==> src/rtl/pulse_conditioner.sv <==
`default_nettype none
// ============================================================================
// Module   : pulse_conditioner
// Brief    : Synchronises a raw pulse pin, glitch-filters it, and emits one
//            strobe per qualified rising edge with holdoff and event counters.
// Revision : 1.0
// ============================================================================
module pulse_conditioner #(
    parameter int SYNC_STAGES    = 2,
    parameter int FILTER_CYCLES  = 1000,
    parameter int HOLDOFF_CYCLES = 100_000,
    parameter int CNT_WIDTH      = 32
) (
    input  logic                 clk,
    input  logic                 reset,
    input  logic                 signal,
    input  logic                 enable,
    output logic                 detection,
    output logic                 level,
    output logic                 busy,
    output logic [CNT_WIDTH-1:0] pulse_count,
    output logic [15:0]          glitch_count,
    output logic [15:0]          reject_count
);

    localparam int QW = (FILTER_CYCLES < 2)  ? 1 : $clog2(FILTER_CYCLES + 1);
    localparam int HW = (HOLDOFF_CYCLES < 2) ? 1 : $clog2(HOLDOFF_CYCLES + 1);

    localparam logic [QW-1:0]        c_q_one   = QW'(1);
    localparam logic [QW-1:0]        c_q_max   = QW'(FILTER_CYCLES);
    localparam logic [HW-1:0]        c_hold    = HW'(HOLDOFF_CYCLES);
    localparam logic [HW-1:0]        c_hold_one = HW'(1);
    localparam logic [CNT_WIDTH-1:0] c_cnt_one = CNT_WIDTH'(1);

    typedef enum logic [1:0] {
        ST_LOW       = 2'd0,
        ST_RISE_QUAL = 2'd1,
        ST_HIGH      = 2'd2,
        ST_FALL_QUAL = 2'd3
    } state_t;

    logic [SYNC_STAGES-1:0] r_sync;
    state_t                 r_state;
    state_t                 w_state_nxt;
    logic [QW-1:0]          r_q;
    logic [QW-1:0]          w_q_nxt;
    logic [HW-1:0]          r_hold;
    logic                   r_level;
    logic                   r_det;
    logic [CNT_WIDTH-1:0]   r_pulse_cnt;
    logic [15:0]            r_glitch_cnt;
    logic [15:0]            r_reject_cnt;
    logic                   w_s;
    logic                   w_busy;
    logic                   w_glitch;
    logic                   w_qual_rise;
    logic                   w_accept;
    logic                   w_reject;

    assign w_s    = r_sync[SYNC_STAGES-1];
    assign w_busy = (r_hold != '0);

    always_ff @(posedge clk or negedge reset) begin
        if (!reset) begin
            r_sync  <= '0;
            r_state <= ST_LOW;
            r_q     <= '0;
        end else begin
            r_sync  <= {r_sync[SYNC_STAGES-2:0], signal};
            r_state <= w_state_nxt;
            r_q     <= w_q_nxt;
        end
    end

    // Qualification runs on the synchronised level; a reversal before q hits
    // FILTER_CYCLES drops back to the previous stable state as a glitch.
    always_comb begin
        w_state_nxt = r_state;
        w_q_nxt     = r_q;
        w_glitch    = 1'b0;
        w_qual_rise = 1'b0;
        case (r_state)
            ST_LOW: begin
                if (w_s) begin
                    w_state_nxt = ST_RISE_QUAL;
                    w_q_nxt     = c_q_one;
                end
            end
            ST_RISE_QUAL: begin
                if (!w_s) begin
                    w_state_nxt = ST_LOW;
                    w_glitch    = 1'b1;
                end else if (r_q == c_q_max) begin
                    w_state_nxt = ST_HIGH;
                    w_qual_rise = 1'b1;
                end else begin
                    w_q_nxt = r_q + c_q_one;
                end
            end
            ST_HIGH: begin
                if (!w_s) begin
                    w_state_nxt = ST_FALL_QUAL;
                    w_q_nxt     = c_q_one;
                end
            end
            ST_FALL_QUAL: begin
                if (w_s) begin
                    w_state_nxt = ST_HIGH;
                    w_glitch    = 1'b1;
                end else if (r_q == c_q_max) begin
                    w_state_nxt = ST_LOW;
                end else begin
                    w_q_nxt = r_q + c_q_one;
                end
            end
            default: begin
                w_state_nxt = ST_LOW;
            end
        endcase
        w_accept = w_qual_rise & enable & ~w_busy;
        w_reject = w_qual_rise & enable & w_busy;
    end

    always_ff @(posedge clk or negedge reset) begin
        if (!reset) begin
            r_level      <= 1'b0;
            r_det        <= 1'b0;
            r_hold       <= '0;
            r_pulse_cnt  <= '0;
            r_glitch_cnt <= '0;
            r_reject_cnt <= '0;
        end else begin
            r_level <= (w_state_nxt == ST_HIGH) || (w_state_nxt == ST_FALL_QUAL);
            r_det   <= w_accept;
            if (w_accept) begin
                r_hold <= c_hold;
            end else if (w_busy) begin
                r_hold <= r_hold - c_hold_one;
            end
            if (w_accept) begin
                r_pulse_cnt <= r_pulse_cnt + c_cnt_one;
            end
            if (w_glitch && (r_glitch_cnt != 16'hFFFF)) begin
                r_glitch_cnt <= r_glitch_cnt + 16'd1;
            end
            if (w_reject && (r_reject_cnt != 16'hFFFF)) begin
                r_reject_cnt <= r_reject_cnt + 16'd1;
            end
        end
    end

    assign detection    = r_det;
    assign level        = r_level;
    assign busy         = w_busy;
    assign pulse_count  = r_pulse_cnt;
    assign glitch_count = r_glitch_cnt;
    assign reject_count = r_reject_cnt;

endmodule
`default_nettype wire

==> config.mk <==
export PLATFORM = sky130hd
export DESIGN_NAME = pulse_conditioner
export DESIGN_NICKNAME = d
export VERILOG_FILES = /design/src/rtl/pulse_conditioner.sv
export SDC_FILE = /design/constraint.sdc
export NUM_CORES = 1
export LEC_CHECK = 0
export CORE_MARGIN = 1
export CORE_UTILIZATION = 55
export CTS_BUF_LIST = sky130_fd_sc_hd__clkbuf_2 sky130_fd_sc_hd__clkbuf_4 sky130_fd_sc_hd__clkbuf_8
export CTS_CLUSTER_DIAMETER = 50
export DETAILED_ROUTE_END_ITERATION = 16
export PLACE_DENSITY = 0.81
export SLEW_MARGIN = 20
export SYNTH_ARGS = -nofsm -noshare
export SYNTH_HDL_FRONTEND = slang
export SYNTH_SLANG_ARGS = --single-unit
==> constraint.sdc <==
create_clock -name clk -period 4.3 [get_ports clk]
set_input_delay 1.29 -clock clk [delete_from_list [all_inputs] [get_ports clk]]
set_output_delay 1.29 -clock clk [all_outputs]
set_load 0.02 [all_outputs]
==> impl_results.md, run 1 <==
- Core box area: 7890 sq um
- Ports: 71
- N_diodes: 0
- Max-cap violation count: 0
- Post-CTS Setup Bufs: 0
- Number of synthesized register bits: 97
- CP max stage delay: 0.57 ns
- CTS tree: yes
- # rows: 32
- First-pass DRT Iterations: 4
- RSZ-0062 raised after global routing: no
- P&R area growth vs syn: 23.1%
- Resized Gates After CTS: 0
- Avg Synthesized Cell Area: 10.9 sq um
- Status: finished, final reports clean
- Initial antenna violation count: 0
- Met2 Use GR: 37.0%
- Maximum VDD drop: 0.169 mV
- Met1 GRT Util: 31.8%
- Crit-path slowest cell: clkdlybuf4s50_1
- Fin util: 71.6%
- # fillers: 576
- Global placer's final weighted congestion: 0.897
- Die height: 93.4 um
- CTS Sinks: 97
- Final worst-path cycle share: 92.4%
- Largest net degree at the start of global routing: 98
- Worst Tran Pin Value: 0.928 ns
- CP Cell Sequence: inv_1 -> ha_1 -> nor3b_2 -> nand3_1 -> nor2_1 -> inv_2 -> clkdlybuf4s50_1
- Starting Density: 58.2%
- First-pass GRT wire length: 15900 um
- Gate count after technology mapping: 423
- Die width: 93.4 um
- Die footprint: 8720 sq um
- Post-synth EDFFs: 0
- Most used flip-flop cell after synthesis: dfrtp_1
- FMAX: 252 MHz
- DRT iter0 DRCs: 180
- Clk_skew: 0.0102 ns
- Syn Nets: 433
- Critical Path Fanout Max: 7
- Power Dens Cells: 321 nW/um^2
- Worst EP arrival: 2.68 ns
- Hold Vio Cnt, Final: 0
- Root buffer cell: clkbuf_8
- Post-Route WL: 9300 um
- H-tree depth: 3
- I/O Buffers: 70
- Grt total ovfl: 0
- Share of cells above drive strength 1: 9.06%
- Cts hold-fix bufs: 0
- Post-synth cell types: 47
- Vias in the first global route: 3393
- Hold WC Path Type: reg -> reg
- Via density: 5.62
- Crit end category: output pin
- Final ANT Viol Nets: 0
- CP startpoint kind: flop
- Worst Path Required: 3.01 ns
- Post-synthesis sequential area ratio: 52.9%
- Per-cell routed wire length: 15.3 um
- Setup violators final: 0
- Static Leak: 2.40 nW
- Ys Warns: 0
- Final min period: 3.97 ns
- Final Max Slew Viols: 0
- TNS Setup: 0 ns
- Overall routing resource usage: 23.6%
- Synth async-reset ratio: 100%
- Mapped cell area: 4590 sq um
- Max-slew headroom: 37.6%
- Detailed Place HPWL: 6660 um
- CTS clk-pin slew, worst paths: 0.09 ns
- DR vias: 3428
- Final #Nets: 514
- GRT Max-Usage Layer: met2
- CP Class: reg -> out
- DRC: 0
- CTS Buf Count: 9
- Clock Tree Buf Depth: 2
- Met3 Track Usage GR: 3.90%
- Clk Latency, worst-skew pair: 0.37 ns
worst max-delay path, delay by kind of cell, from the launching register on:
kind	cells	cell delay [ns]
simple gates	3	0.89
buf+inv	3	0.80
fa+ha+maj	1	0.19
flops	1	0.43
metal layers:
metal / up-vias / share of wire (%)
li1: 1672 / -
met1: 1657 / 47
met2: 84 / 47
met3: 15 / 3.7
met4: 0 / 2.2
met5: - / 0
cell type report:
| class | count | area [sq um] | share of cell area (%) |
|---|---|---|---|
| tap | 102 | 128 | 2.26 |
| multi-input combinational | 314 | 2120 | 37.5 |
| sequential | 97 | 2430 | 43.0 |
| clock buffer | 10 | 138 | 2.44 |
| timing repair buffer | 71 | 718 | 12.7 |
| inverter | 11 | 41.3 | 0.731 |
| clock inverter | 5 | 80.1 | 1.42 |
stage by stage:
stage / total power [W] / cell area (sq um) / setup slack [ns] / hold WS (ns) / std cells
6_report: 0.00181 / 5650 / 0.329 / 0.361 / 610
5_1_grt: 0.00189 / 5650 / 0.105 / 0.375 / 610
4_1_cts: 0.00183 / 5650 / 0.329 / 0.367 / 610
3_5_place_dp: 0.00119 / 5430 / 0.737 / 0.346 / 595
3_3_place_gp: 0.00118 / 5430 / 0.881 / 0.345 / 595
2_1_floorplan: 0.00109 / 4590 / 1.46 / 0.331 / 423
flip-flops by register name (all words and copies together) (netlist names):
name,cells
reject_count,16
r_hold,17
r_sync,2
glitch_count,16
r_state,2
level,1
detection,1
r_q,10
pulse_count,32
power breakdown:
part	leakage (nW)	switching (W)	total, W	internal, W
Combinational	1.03	0.0000966	0.000178	0.0000816
Sequential	1.26	0.0000462	0.000992	0.000946
Clock	0.104	0.000305	0.000644	0.000339
Total	2.40	0.000448	0.00181	0.00137
placed cells by master (no fill, tap or decap), types with 2 or more instances in the layout:
cell and count:
and4_1 4, a211oi_1 2, bufinv_16 2, xnor2_1 38
o31ai_1 3, and3_1 11, inv_1 10, ha_1 6
nor4_1 10, mux2_2 10, clkbuf_8 10, a31oi_1 2
or4_4 3, or3_1 4, dfrtp_1 97, clkdlybuf4s50_1 69
nor3_1 19, o21ai_0 11, a21o_1 2, nor2_1 34
nor4_4 2, nand4_1 27, a21oi_1 5, and2_1 5
nand3_1 25, xor2_1 31, nand2_1 39, clkinvlp_4 2
final timing paths:
| path | slack [ns] | to | start | cells after the start |
|---|---|---|---|---|
| setup reg to reg | 1.76 | pulse_count[13]$_DFFE_PN0P_ | r_hold[1]$_DFFE_PN0P_ | 7 |
| max in group asynchronous | 2.97 | pulse_count[30]$_DFFE_PN0P_ | reset | 2 |
| hold / removal | 0.36 | r_sync[1]$_DFF_PN0_ | r_sync[0]$_DFF_PN0_ | 0 |
| setup / recovery | 0.33 | busy | r_hold[1]$_DFFE_PN0P_ | 7 |
| hold reg to reg | 0.36 | r_sync[1]$_DFF_PN0_ | r_sync[0]$_DFF_PN0_ | 0 |
| min in group asynchronous | 0.95 | glitch_count[15]$_DFFE_PN0P_ | reset | 2 |
synthesized netlist by cell type, types with 3 or more instances:
cell type  count  area, sq um
xor2_1        31          272
nand2_1       39          146
mux2_2        10          113
nand4_1       27          169
nand3_1       25          125
a21oi_1        5         25.0
and3_1        11         68.8
or4_4          3         33.8
inv_1         10         37.5
and4_1         4         35.0
nor3_1        19         95.1
nor2_1        34          128
ha_1           6         75.1
nor4_1        10         62.6
o31ai_1        3         22.5
xnor2_1       38          333
and2_1         5         31.3
dfrtp_1       97         2430
or3_1          4         25.0
o21ai_0       11         55.1
kinds of logic (layout without fill, tap and decap cells):
| family | count (synthesis) | after routing | synth area share (%) |
|---|---|---|---|
| simple gates | 197 | 197 | 24.0 |
| flops | 97 | 97 | 52.9 |
| xor+xnor | 70 | 70 | 13.5 |
| compound gates | 30 | 30 | 4.28 |
| buf+inv | 12 | 97 | 0.981 |
| mux | 11 | 11 | 2.67 |
| fa+ha+maj | 6 | 6 | 1.64 |
Note: power is estimated with default switching activity, not from simulation.
==> inputs of run 2 (changes only) <==
- CTS_CLUSTER_DIAMETER: 50 -> unset
==> results of run 2 <==
Final layout, timing and power as in run 1 (identical DEF).
